==> src/rtl/multicycle_control_pkg.sv <==
// Shared definitions for the multicycle controller: state names, opcode and
// function-code values, and the datapath mux select encodings.
package multicycle_control_pkg;

   typedef enum logic [2:0] {
      S_IF   = 3'd0,
      S_ID   = 3'd1,
      S_EX   = 3'd2,
      S_MEM  = 3'd3,
      S_WB   = 3'd4,
      S_HALT = 3'd5
   } state_e;

   localparam logic [3:0] OP_BNE   = 4'd0;
   localparam logic [3:0] OP_BEQ   = 4'd1;
   localparam logic [3:0] OP_BGZ   = 4'd2;
   localparam logic [3:0] OP_BLZ   = 4'd3;
   localparam logic [3:0] OP_ADI   = 4'd4;
   localparam logic [3:0] OP_ORI   = 4'd5;
   localparam logic [3:0] OP_LHI   = 4'd6;
   localparam logic [3:0] OP_LWD   = 4'd7;
   localparam logic [3:0] OP_SWD   = 4'd8;
   localparam logic [3:0] OP_JMP   = 4'd9;
   localparam logic [3:0] OP_JAL   = 4'd10;
   localparam logic [3:0] OP_RTYPE = 4'd15;

   localparam logic [5:0] FN_JPR = 6'd25;
   localparam logic [5:0] FN_JRL = 6'd26;
   localparam logic [5:0] FN_WWD = 6'd28;
   localparam logic [5:0] FN_HLT = 6'd29;

   localparam logic [1:0] PC_SRC_INC  = 2'd0;
   localparam logic [1:0] PC_SRC_ALU  = 2'd1;
   localparam logic [1:0] PC_SRC_JUMP = 2'd2;
   localparam logic [1:0] PC_SRC_REG  = 2'd3;

   localparam logic [1:0] REG_DST_RT = 2'd0;
   localparam logic [1:0] REG_DST_RD = 2'd1;
   localparam logic [1:0] REG_DST_R2 = 2'd2;

   localparam logic [1:0] MEM_TO_REG_ALU = 2'd0;
   localparam logic [1:0] MEM_TO_REG_MDR = 2'd1;
   localparam logic [1:0] MEM_TO_REG_PC  = 2'd2;

   localparam logic [1:0] ALU_B_RT   = 2'd0;
   localparam logic [1:0] ALU_B_SIMM = 2'd1;
   localparam logic [1:0] ALU_B_ZIMM = 2'd2;

   // R-type function codes 0-7 are the ALU operations
   function automatic logic isAluFunc(input logic [5:0] fn);
      return fn < 6'd8;
   endfunction

endpackage

==> src/rtl/multicycle_control_opcode_decode.sv <==
// Combinational instruction classifier: maps opcode/function code onto one-hot
// class flags consumed by the controller state machine.
module opcode_decode
   import multicycle_control_pkg::*;
(
   input  logic [3:0] opcode_i,
   input  logic [5:0] funcode_i,
   output logic       isBranch_o,
   output logic       isAdi_o,
   output logic       isZeroImm_o,
   output logic       isLoad_o,
   output logic       isStore_o,
   output logic       isJmp_o,
   output logic       isJal_o,
   output logic       isJpr_o,
   output logic       isJrl_o,
   output logic       isWwd_o,
   output logic       isHlt_o,
   output logic       isAluR_o,
   output logic       isNop_o
);

   // Anything not recognised falls into isNop_o so the controller can retire it
   always_comb begin
      isBranch_o  = 1'b0;
      isAdi_o     = 1'b0;
      isZeroImm_o = 1'b0;
      isLoad_o    = 1'b0;
      isStore_o   = 1'b0;
      isJmp_o     = 1'b0;
      isJal_o     = 1'b0;
      isJpr_o     = 1'b0;
      isJrl_o     = 1'b0;
      isWwd_o     = 1'b0;
      isHlt_o     = 1'b0;
      isAluR_o    = 1'b0;
      isNop_o     = 1'b0;
      case (opcode_i)
         OP_BNE, OP_BEQ, OP_BGZ, OP_BLZ: isBranch_o  = 1'b1;
         OP_ADI:                         isAdi_o     = 1'b1;
         OP_ORI, OP_LHI:                 isZeroImm_o = 1'b1;
         OP_LWD:                         isLoad_o    = 1'b1;
         OP_SWD:                         isStore_o   = 1'b1;
         OP_JMP:                         isJmp_o     = 1'b1;
         OP_JAL:                         isJal_o     = 1'b1;
         OP_RTYPE: begin
            if (isAluFunc(funcode_i)) begin
               isAluR_o = 1'b1;
            end else begin
               case (funcode_i)
                  FN_JPR:  isJpr_o = 1'b1;
                  FN_JRL:  isJrl_o = 1'b1;
                  FN_WWD:  isWwd_o = 1'b1;
                  FN_HLT:  isHlt_o = 1'b1;
                  default: isNop_o = 1'b1;
               endcase
            end
         end
         default: isNop_o = 1'b1;
      endcase
   end

endmodule

==> src/rtl/multicycle_control.sv <==
// Multicycle processor controller: IF/ID/EX/MEM/WB/HALT sequencer producing
// datapath control strobes and a retired-instruction counter.
module multicycle_control
   import multicycle_control_pkg::*;
#(
   parameter int WORD_SIZE = 16
)
(
   input  logic                 clk,
   input  logic                 reset_n,
   input  logic [3:0]           opcode,
   input  logic [5:0]           funcode,
   input  logic                 mem_ready,
   input  logic                 bcond,
   output logic                 mem_read,
   output logic                 mem_write,
   output logic                 i_or_d,
   output logic                 ir_write,
   output logic                 pc_write,
   output logic                 pc_write_cond,
   output logic                 reg_write,
   output logic [1:0]           pc_source,
   output logic [1:0]           reg_dst,
   output logic [1:0]           mem_to_reg,
   output logic                 alu_src_a,
   output logic [1:0]           alu_src_b,
   output logic                 wwd_en,
   output logic                 halted,
   output logic [WORD_SIZE-1:0] num_inst
);

   state_e               state_q, state_d;
   logic [WORD_SIZE-1:0] numInst_q;
   logic                 retire;

   logic isBranch, isAdi, isZeroImm, isLoad, isStore, isJmp, isJal;
   logic isJpr, isJrl, isWwd, isHlt, isAluR, isNop;

   // The datapath gates the PC write with bcond; the controller only raises pc_write_cond
   logic unusedBcond;
   assign unusedBcond = bcond;

   opcode_decode uDecode (
      .opcode_i    (opcode),
      .funcode_i   (funcode),
      .isBranch_o  (isBranch),
      .isAdi_o     (isAdi),
      .isZeroImm_o (isZeroImm),
      .isLoad_o    (isLoad),
      .isStore_o   (isStore),
      .isJmp_o     (isJmp),
      .isJal_o     (isJal),
      .isJpr_o     (isJpr),
      .isJrl_o     (isJrl),
      .isWwd_o     (isWwd),
      .isHlt_o     (isHlt),
      .isAluR_o    (isAluR),
      .isNop_o     (isNop)
   );

   always_ff @(posedge clk or negedge reset_n) begin
      if (!reset_n) begin
         state_q   <= S_IF;
         numInst_q <= '0;
      end else begin
         state_q <= state_d;
         if (retire) begin
            numInst_q <= numInst_q + WORD_SIZE'(1);
         end
      end
   end

   assign num_inst = numInst_q;

   // Outputs are gated by reset_n so they read zero during reset even though the state is IF
   always_comb begin
      state_d       = state_q;
      retire        = 1'b0;
      mem_read      = 1'b0;
      mem_write     = 1'b0;
      i_or_d        = 1'b0;
      ir_write      = 1'b0;
      pc_write      = 1'b0;
      pc_write_cond = 1'b0;
      reg_write     = 1'b0;
      pc_source     = PC_SRC_INC;
      reg_dst       = REG_DST_RT;
      mem_to_reg    = MEM_TO_REG_ALU;
      alu_src_a     = 1'b0;
      alu_src_b     = ALU_B_RT;
      wwd_en        = 1'b0;
      halted        = 1'b0;
      if (reset_n) begin
         case (state_q)
            S_IF: begin
               mem_read = 1'b1;
               if (mem_ready) begin
                  ir_write  = 1'b1;
                  pc_write  = 1'b1;
                  pc_source = PC_SRC_INC;
                  state_d   = S_ID;
               end
            end
            S_ID: begin
               retire  = 1'b1;
               state_d = S_IF;
               if (isJmp || isJal || isJpr || isJrl) begin
                  pc_write  = 1'b1;
                  pc_source = (isJpr || isJrl) ? PC_SRC_REG : PC_SRC_JUMP;
                  if (isJal || isJrl) begin
                     reg_write  = 1'b1;
                     reg_dst    = REG_DST_R2;
                     mem_to_reg = MEM_TO_REG_PC;
                  end
               end else if (isWwd) begin
                  wwd_en = 1'b1;
               end else if (isHlt) begin
                  state_d = S_HALT;
               end else if (!isNop) begin
                  retire  = 1'b0;
                  state_d = S_EX;
               end
            end
            S_EX: begin
               if (isBranch) begin
                  alu_src_a     = 1'b1;
                  alu_src_b     = ALU_B_RT;
                  pc_write_cond = 1'b1;
                  pc_source     = PC_SRC_ALU;
                  retire        = 1'b1;
                  state_d       = S_IF;
               end else if (isLoad || isStore) begin
                  alu_src_a = 1'b1;
                  alu_src_b = ALU_B_SIMM;
                  state_d   = S_MEM;
               end else if (isAdi) begin
                  alu_src_b = ALU_B_SIMM;
                  state_d   = S_WB;
               end else if (isZeroImm) begin
                  alu_src_b = ALU_B_ZIMM;
                  state_d   = S_WB;
               end else begin
                  alu_src_a = isAluR;
                  alu_src_b = ALU_B_RT;
                  state_d   = S_WB;
               end
            end
            S_MEM: begin
               i_or_d    = 1'b1;
               mem_read  = isLoad;
               mem_write = isStore;
               if (mem_ready) begin
                  if (isLoad) begin
                     state_d = S_WB;
                  end else begin
                     retire  = 1'b1;
                     state_d = S_IF;
                  end
               end
            end
            S_WB: begin
               reg_write  = 1'b1;
               reg_dst    = isAluR ? REG_DST_RD : REG_DST_RT;
               mem_to_reg = isLoad ? MEM_TO_REG_MDR : MEM_TO_REG_ALU;
               retire     = 1'b1;
               state_d    = S_IF;
            end
            S_HALT: begin
               halted = 1'b1;
            end
            default: begin
               state_d = S_IF;
            end
         endcase
      end
   end

endmodule

==> config.mk <==
export PLATFORM = sky130hd
export DESIGN_NAME = multicycle_control
export DESIGN_NICKNAME = d
export VERILOG_FILES = /design/src/rtl/multicycle_control_pkg.sv /design/src/rtl/multicycle_control_opcode_decode.sv /design/src/rtl/multicycle_control.sv
export SDC_FILE = /design/constraint.sdc
export NUM_CORES = 1
export LEC_CHECK = 0
export ABC_AREA = 1
export CAP_MARGIN = 30
export CORE_MARGIN = 1
export CORE_UTILIZATION = 50
export CTS_CLUSTER_SIZE = 16
export DETAILED_ROUTE_END_ITERATION = 10
export GPL_TIMING_DRIVEN = 0
export PLACE_DENSITY = 0.85
export SETUP_SLACK_MARGIN = 0.2
export SYNTH_ARGS = -nofsm -noshare
export SYNTH_HDL_FRONTEND = slang
export SYNTH_SLANG_ARGS = --single-unit
==> constraint.sdc <==
create_clock -name clk -period 2.4 [get_ports clk]
set_clock_uncertainty 0.2 [all_clocks]
set_input_delay 0.24 -clock clk [delete_from_list [all_inputs] [get_ports clk]]
set_output_delay 0.24 -clock clk [all_outputs]
set_load 0.02 [all_outputs]
* Yosys cells after proc, flatten, opt, wreduce, memory -nomap -nowiden
Cells that the tools add are included.
** Storage, ports and cells
- Memory bits (read-only) :: 0
- Latch bits :: 0
- Logic and storage cells :: 132
- Output and inout bits :: 34
- Input port bits :: 14
- Memories :: 0
- Register bits after elaboration :: 19
- Bits in writable memories :: 0
** Operators by class
- Order comparisons :: 1
- Multiplexer cells :: 92
- Add/sub/neg operators :: 1
- Bitwise operators :: 1
- $mul :: 0
- Shifts and indexed selects :: 0
- Eq/ne operators :: 22
- Reduce and logical (&&, ||, !) cells :: 13
- Div/mod/pow operators :: 0
** Operators with widths (count)
- two-way mux 1 bit :: 62
- two-way mux 2 bit :: 13
- == test 6 x 5 -> 1 bit, second input constant :: 4
- two-way mux 3 bit :: 8
- adder 16 x 1 -> 16 bit, second input constant :: 1
- == test 4 x 3 -> 1 bit, second input constant :: 4
- == test 4 bit, second input constant :: 4
- case mux 3 bit (5 select lines) :: 1
- case mux 2 bit (2 select lines) :: 3
- OR reduction 11 bit :: 1
- == test 4 x 2 -> 1 bit, second input constant :: 2
- case mux 1 bit (2 select lines) :: 4
- OR reduction 4 bit :: 2
- == test 3 x 2 -> 1 bit, second input constant :: 2
- == test 3 bit, second input constant :: 2
- logical OR 1 bit :: 6
- < comparator 6 x 4 -> 1 bit, second input constant :: 1
- == test 4 x 1 -> 1 bit, second input constant :: 1
- zero test 4 bit :: 1
- != test 2 bit, second input constant :: 2
- case mux 1 bit (4 select lines) :: 1
- AND reduction 4 bit :: 1
- == test 3 x 1 -> 1 bit, second input constant :: 1
- zero test 3 bit :: 1
- other kinds (2) :: 2

* Longest topological paths before layout
Gate-level depths: netlist of the first run.
- Depth in word-level cells :: 11
- Gate-level depth with buffers :: 12
- Mapped depth without buffers :: 11

* Hierarchy
A second synthesis of the first run with hierarchy kept.
** Unflattened totals
- Cell total of the unflattened synthesis :: 279
- Area, all modules :: 1716.6 sq um
** Modules (own cells, without submodules)
- multicycle_control :: sequential area each 475.5 sq um, area each 1493.9 sq um, cells an instance 231, times used 1
- opcode_decode :: sequential area each 0.0 sq um, area each 222.7 sq um, cells an instance 48, times used 1

* Worst setup path after synthesis of the first run
No wires, ideal clock.
- Kind :: reg2out
- Start :: reg state_q[1]
- End :: out reg_dst[1]
- Required time :: 1.960 ns
- Stages on the path, launching flop included :: 7
- Arrival time :: 1.507 ns
- Path slack :: 0.453 ns
- Path buffers :: 1
- Cell sequence :: dfrtp_1 -> inv_1 -> nand2_1 -> nor2_1 -> nand2_1 -> nor2_1 -> buf_4
** Between the ends
- Cells in the longest elaborated chain, start to end :: 3
- Elaborated cells on any way between the ends :: 4
- Those cells by class :: eq/ne: 2; mux: 2
** Ends and longest elaborated chain
- start, declared :: RTL line multicycle_control.sv:32 : state_e state_q, state_d;
- start signal, assigned :: RTL line multicycle_control.sv:66 : state_q <= state_d;
- == test 3 bit or == test 3 x 1 -> 1 bit (tied branches) :: RTL line multicycle_control.sv:94 : case (state_q)
- case mux 2 bit (2 select lines) * :: RTL line multicycle_control.sv:94
- two-way mux 2 bit * :: RTL line multicycle_control.sv:93 : if (reset_n) begin
- end, declared :: RTL line multicycle_control.sv:23 : output logic [1:0] reg_dst,
Mark *: on every way between the ends. The rest lies on a longest branch, timed or not.

* Worst setup path in the final report of the first run
- Start :: reg state_q[0]
- End :: out pc_source[0]
** Between the ends
- Cells in the longest elaborated chain, start to end :: 3
- Elaborated cells on any way between the ends :: 4
- Those cells by class :: eq/ne: 2; mux: 2
** Ends and longest elaborated chain
- == test 3 x 2 -> 1 bit or == test 3 x 1 -> 1 bit (tied branches) :: RTL line multicycle_control.sv:94
- case mux 2 bit (2 select lines) * :: RTL line multicycle_control.sv:94
- two-way mux 2 bit * :: RTL line multicycle_control.sv:93
- end, declared :: RTL line multicycle_control.sv:22 : output logic [1:0] pc_source,
Marks and branches as above.

==> results of run 1 <==
[flip-flops by register name, summed over array words and instances (netlist names)]
name and cells:
state_q 3, num_inst 16
[cells in the final DEF, fill, tap and decap left out, drive strengths merged, types with 2 or more instances in the layout]
| master | instances |
|---|---|
| nand2 | 88 |
| nor2 | 35 |
| nand3 | 32 |
| clkdlybuf4s50 | 26 |
| inv | 26 |
| dfrtp | 19 |
| clkbuf | 9 |
| buf | 9 |
| xor2 | 8 |
| dlygate4sd2 | 7 |
| nor3 | 7 |
| o21ai | 6 |
| xnor2 | 4 |
| clkdlybuf4s15 | 4 |
| nand4 | 3 |
| a21oi | 3 |
| a31oi | 2 |
| dlymetal6s2s | 2 |
| clkinv | 2 |
[layout make-up]
cell class                 count  share of cell area, %
buffer                         6                   1.98
clock buffer                   3                   1.08
clock inverter                 1                  0.241
inverter                      27                   4.87
multi-input combinational    192                   45.3
sequential                    19                   22.9
tap                           31                   1.86
timing repair buffer          49                   21.8
[tightest hold or removal path, stage by stage]
cell and delay, ns:
buf_4 0.09, clkbuf_2 0.19, nand2_4 0.10, nand2_1 0.06, nand2_1 0.04
[power by group through the flow]
| stage | Combinational (mW) | Sequential [mW] | Clock (mW) |
|---|---|---|---|
| after floorplan | 0.395 | 0.478 | 0 |
| after global placement | 0.639 | 0.451 | 0 |
| after detailed placement | 0.641 | 0.454 | 0 |
| after CTS | 0.660 | 0.453 | 0.168 |
| after global routing | 0.741 | 0.463 | 0.183 |
| final | 0.678 | 0.457 | 0.165 |
[final timing paths]
kind,endpoint,depth (start not counted)
max,pc_source[0],4
min,num_inst[0],5
max reg2reg,num_inst[10],9
min reg2reg,num_inst[11],2
max in group asynchronous,state_q[2],2
min in group asynchronous,num_inst[5],2
[synth_stat cells (all sizes together), types with 2 or more instances]
| library cell | n | area share, % |
|---|---|---|
| a31oi | 2 | 0.81 |
| nand2 | 88 | 23 |
| buf | 5 | 2.3 |
| nor2 | 35 | 9.2 |
| xor2 | 8 | 4.6 |
| nand4 | 3 | 1.2 |
| o21ai | 6 | 2.0 |
| dfrtp | 19 | 31 |
| nand3 | 32 | 11 |
| nor3 | 7 | 3.0 |
| xnor2 | 4 | 2.3 |
| a21oi | 3 | 0.98 |
| inv | 26 | 6.3 |
[through the flow]
stage | instances | setup slack (ns) | setup TNS (ns) | hold WS, ns
6_report | 328 | 0.266 | 0 | 0.236
2_1_floorplan | 244 | 0.453 | 0 | -0.256
4_1_cts | 327 | 0.0698 | 0 | 0.228
3_3_place_gp | 321 | -1.09 | -16.03 | 0.309
5_1_grt | 328 | 0.162 | 0 | 0.276
3_5_place_dp | 321 | -1.07 | -15.88 | 0.320
[layer usage]
metal / wire length, microns / vias up
met1: 1880 / 769
li1: - / 885
met3: 207 / 4
met5: 0 / -
met2: 1690 / 60
met4: 27 / 0
[logic make-up after synthesis]
logic type                 Yosys count  share of synthesized area (%)
and+or+nand+nor                    167                           48.1
xor gates and xnor gates            12                           6.83
AOI/OAI and AO/OA                   12                           4.15
buffers and inverters               33                           9.19
adders and majority gates            1                          0.813
DFF                                 19                           30.9
[repair_timing]
item / 4_1_cts / 5_1_grt
endpoints found under the setup margin: 24 / 13
gates cloned: 0 / 0
pin swaps: 1 / 1
resized for setup: 38 / 20
hold endpoints to repair: 19 / 0
hold buffers: 1 / 0
buffers inserted: 1 / 1
==> results.json, run 1 <==
{
  "drv_cap": 0,
  "start_kind": "flop",
  "endpoint_kind": "output pin",
  "p_sw_mw": 0.599,
  "postRouteAntennaNets": 0,
  "relSlewSlack_pct": 44.4,
  "drc": 3,
  "die-area_sq_um": 3300,
  "timing.critical_path.buf_inv": 1,
  "io_buffers": 46,
  "grt_pass1_wl_microns": 6200,
  "boundaryPins": 48,
  "p_per_area_nw_per_um2": 625,
  "synthCells": 244,
  "totalPowerFinal_mw": 1.30,
  "status": "complete, but fails checks",
  "gp_congestion": 0.892,
  "overflow": 0,
  "min_period_ns": 2.13,
  "pwr-share-clk_pct": 12.7,
  "htreeDepth": 1,
  "timing.rr.start": "state_q[2]",
  "drv_slew": 0,
  "cts_tree": "yes",
  "swShare_pct": 46.1,
  "ys_warn_count": 0,
  "cts_buffers": 3,
  "slowest_delay_ns": 0.48,
  "combPwrFrac_pct": 52.1,
  "drtIter0Drc": 92,
  "hold_violations": 0,
  "drt_first_pass_iters": 7,
  "synth.distinct_cells": 29,
  "ir_drop_uv": 600,
  "path_class": "reg2out",
  "grtUsageMet1_pct": 34.8,
  "tightest_slew_ns": 0.832,
  "antenna_found_initial": 0,
  "insertedDiodeCount": 0,
  "rows": 19,
  "rsz0062_at_grt": "no",
  "p_leak_nw": 1.10,
  "start_util_pct": 54.4,
  "critical_path_peak_fanout": 5,
  "drive_gt1_share_pct": 13.1,
  "fmax_ghz": 0.469,
  "multi_input_area_sq_um": 942,
  "area_growth_pct": 35.2,
  "fillers": 240,
  "use_met3_pct": 4.99,
  "syn_avg_cell_area_sq_um": 6.31,
  "finalCritPeriodShare_pct": 88.9,
  "finish.utilization_pct": 73.6,
  "synth_fp_nets": 259,
  "required_ns": 1.96,
  "clock_latency_ns": 0.31,
  "top_usage_layer": "met2",
  "cp_top_family": "flip-flops",
  "grt_max_degree": 20,
  "fin_nets": 313,
  "critPathArrivalTime_ns": 1.69,
  "via_count": 1718,
  "synth_flop_cell": "dfrtp_1",
  "synth.cell_area_sq_um": 1540,
  "die_h_microns": 57.5,
  "path_clk_slew_ns": 0.12,
  "hpwl_microns": 2960,
  "seq_area_sq_um": 475,
  "synth-seq-cells": 19,
  "violations": "DRC",
  "clockRootBuffer": "clkbuf_4",
  "final_cell_area_sq_um": 2080,
  "startpoint": "state_q[0]",
  "dieWidth_microns": 57.5,
  "via_per_inst": 5.24,
  "path_cells": "nor3_4 > nand2_1 > o22ai_1 > clkdlybuf4s15_1",
  "met2_usage_pct": 36.9,
  "min_from": "reset_n",
  "drt-total-wl_microns": 3810,
  "p_seq_share_pct": 35.2,
  "crit_slowest_cell": "dfrtp_1",
  "grt_use_total_pct": 24.1,
  "grt_pass1_vias": 1454,
  "ys_async_sr_fraction_pct": 100,
  "cts_buffer_depth": 2,
  "numClockSinks": 19,
  "synth_edf_count": 0,
  "p_int_mw": 0.701,
  "yosysSeqAreaShare_pct": 30.9,
  "core_sq_um": 2830,
  "wl_per_cell_microns": 11.6,
  "setup_viol": 0,
  "min_path_type": "in2reg",
  "dpl-instance-area_sq_um": 2040,
  "reg2reg_slack_ns": 0.51
}
Power figures use the tool's default switching activity.
==> inputs of run 2 (changes only) <==
ABC_CLOCK_PERIOD_IN_PS = 2400   (was default)
PLACE_DENSITY = 0.89   (was 0.85)
==> run 2 against run 1 <==
The flow still finishes with violations (DRC). Register-to-register slack improved by 0.02 ns. Global-route usage is 1.4 points higher. First-iteration DRC count fell by 22%. Largest cell class unchanged. Clock power decreased by 4%. Sequential power barely moved. Via count rose by 0.12%. Highest routed layer unchanged. Sequential share of layout area decreased by 0.077 points. Hold slack better by 0.036 ns. Cell area increased by 0.60%. Core utilization grew 0.44 points. Total power increased by 1.3%.
==> results.json, run 2 (synthesis results as in run 1) <==
{
  "status": "complete, but fails checks",
  "violations": "DRC",
  "setup_viol": 0,
  "relSlewSlack_pct": 44.3,
  "core_sq_um": 2830,
  "rows": 19,
  "largest_register_ffs": 16,
  "drv_slew": 0,
  "postRouteAntennaNets": 0,
  "area_growth_pct": 36.0,
  "dpl-instance-area_sq_um": 2040,
  "tightest_slew_ns": 0.833,
  "critical_path_peak_fanout": 4,
  "dp_cells": 321,
  "required_ns": 1.96,
  "grt_use_total_pct": 25.5,
  "hpwl_microns": 3000,
  "boundaryPins": 48,
  "finalCritPeriodShare_pct": 87.7,
  "slowest_delay_ns": 0.42,
  "fin_nets": 314,
  "drtIter0Drc": 72,
  "overflow": 0,
  "endpoint_kind": "output pin",
  "start_util_pct": 54.4,
  "totalPowerFinal_mw": 1.32,
  "fmax_ghz": 0.475,
  "die-area_sq_um": 3300,
  "most-common-layout-cells": "nand2_1, nand3_1, nor2_1",
  "io_buffers": 46,
  "path_clk_slew_ns": 0.11,
  "drt_first_pass_iters": 7,
  "drive_gt1_share_pct": 14.4,
  "grt_max_degree": 20,
  "antenna_found_initial": 0,
  "critPathArrivalTime_ns": 1.67,
  "htreeDepth": 1,
  "insertedDiodeCount": 0,
  "cts_tree": "yes",
  "gp_congestion": 0.907,
  "cpMostUsedCell": "nand2_2",
  "hold_violations": 0,
  "p_leak_nw": 1.13,
  "numClockSinks": 19,
  "clockRootBuffer": "clkbuf_4",
  "final_cell_area_sq_um": 2090,
  "drc": 2,
  "via_per_inst": 5.23,
  "cts_buffer_depth": 2,
  "start_kind": "flop",
  "dieWidth_microns": 57.5,
  "path_cells": "inv_2 > nand2_2 > nor2_4 > buf_4 > nand2_2 > nor2_2 > dlygate4sd2_1",
  "grt_pass1_vias": 1666,
  "drt-total-wl_microns": 3750,
  "ir_drop_uv": 543,
  "crit_slowest_cell": "dfrtp_1",
  "wl_per_cell_microns": 11.4,
  "min_path_type": "in2reg",
  "clock_latency_ns": 0.30,
  "grt_pass1_wl_microns": 6740,
  "layout.cells.non_filler": 329,
  "cts_buffers": 3,
  "drv_cap": 0,
  "min_period_ns": 2.11,
  "die_h_microns": 57.5,
  "final_common_cell": "nand2_1",
  "p_per_area_nw_per_um2": 629,
  "via_count": 1720,
  "rsz0062_at_grt": "no",
  "finish.utilization_pct": 74.0,
  "path_class": "reg2out"
}
run 2: cell type report:
cell class | instances | area [sq um]
repair buffers | 50 | 458
clock inverters | 1 | 5.00
inverters | 27 | 103
clock buffers | 3 | 22.5
multi-input cells | 192 | 948
well taps | 31 | 38.8
flip-flops and latches | 19 | 477
fillers | 240 | 736
plain buffers | 6 | 41.3
run 2: path summary, 6_finish.rpt:
| check | from | endpoint | slack (ns) | cells after the start |
|---|---|---|---|---|
| min | reset_n | num_inst[1] | 0.27 | 5 |
| max in group asynchronous | reset_n | state_q[0] | 1.04 | 2 |
| min in group asynchronous | reset_n | num_inst[4] | 0.38 | 2 |
| max reg2reg | state_q[2] | num_inst[10] | 0.53 | 9 |
| max | state_q[1] | mem_to_reg[1] | 0.29 | 7 |
| min reg2reg | num_inst[11] | num_inst[11] | 0.34 | 2 |
run 2: stage by stage:
| stage | setup slack (ns) | TNS (ns) | hold slack (ns) |
|---|---|---|---|
| after floorplan | 0.453 | 0 | -0.256 |
| after global placement | -1.06 | -15.73 | 0.309 |
| after detailed placement | -1.06 | -15.91 | 0.319 |
| after CTS | 0.0612 | 0 | 0.253 |
| after global routing | 0.200 | 0 | 0.307 |
| final | 0.294 | 0 | 0.272 |
run 2: where the power goes:
| group | switching, mW | total (mW) | internal, mW | leakage (nW) |
|---|---|---|---|---|
| registers | 0.0823 | 0.455 | 0.373 | 0.257 |
| logic | 0.416 | 0.702 | 0.286 | 0.854 |
| clock network | 0.0969 | 0.159 | 0.0621 | 0.0177 |
run 2: per-layer routing:
metal | part of all wire, % | GRT usage, % | vias up | wire [microns]
li1 | - | - | 883 | -
met1 | 46 | 33.1 | 782 | 1720
met2 | 47 | 43.0 | 53 | 1750
met3 | 6.9 | 5.67 | 2 | 257
met4 | 0.45 | 5.92 | 0 | 17
met5 | 0 | 0 | - | 0
run 2: repair_timing:
item	in CTS	in global routing
cloned	0	0
endpoints found under the hold margin	19	0
hold buffers	1	0
pin swaps	2	4
resized for setup	40	23
buffers inserted	3	0
setup endpoints to repair	25	13
run 2: worst max-delay path: cells and delay by family (launching register included):
| kind | cells | cell delay (ns) |
|---|---|---|
| buffers and inverters | 3 | 0.56 |
| flip-flops | 1 | 0.42 |
| AND/OR/NAND/NOR | 4 | 0.39 |
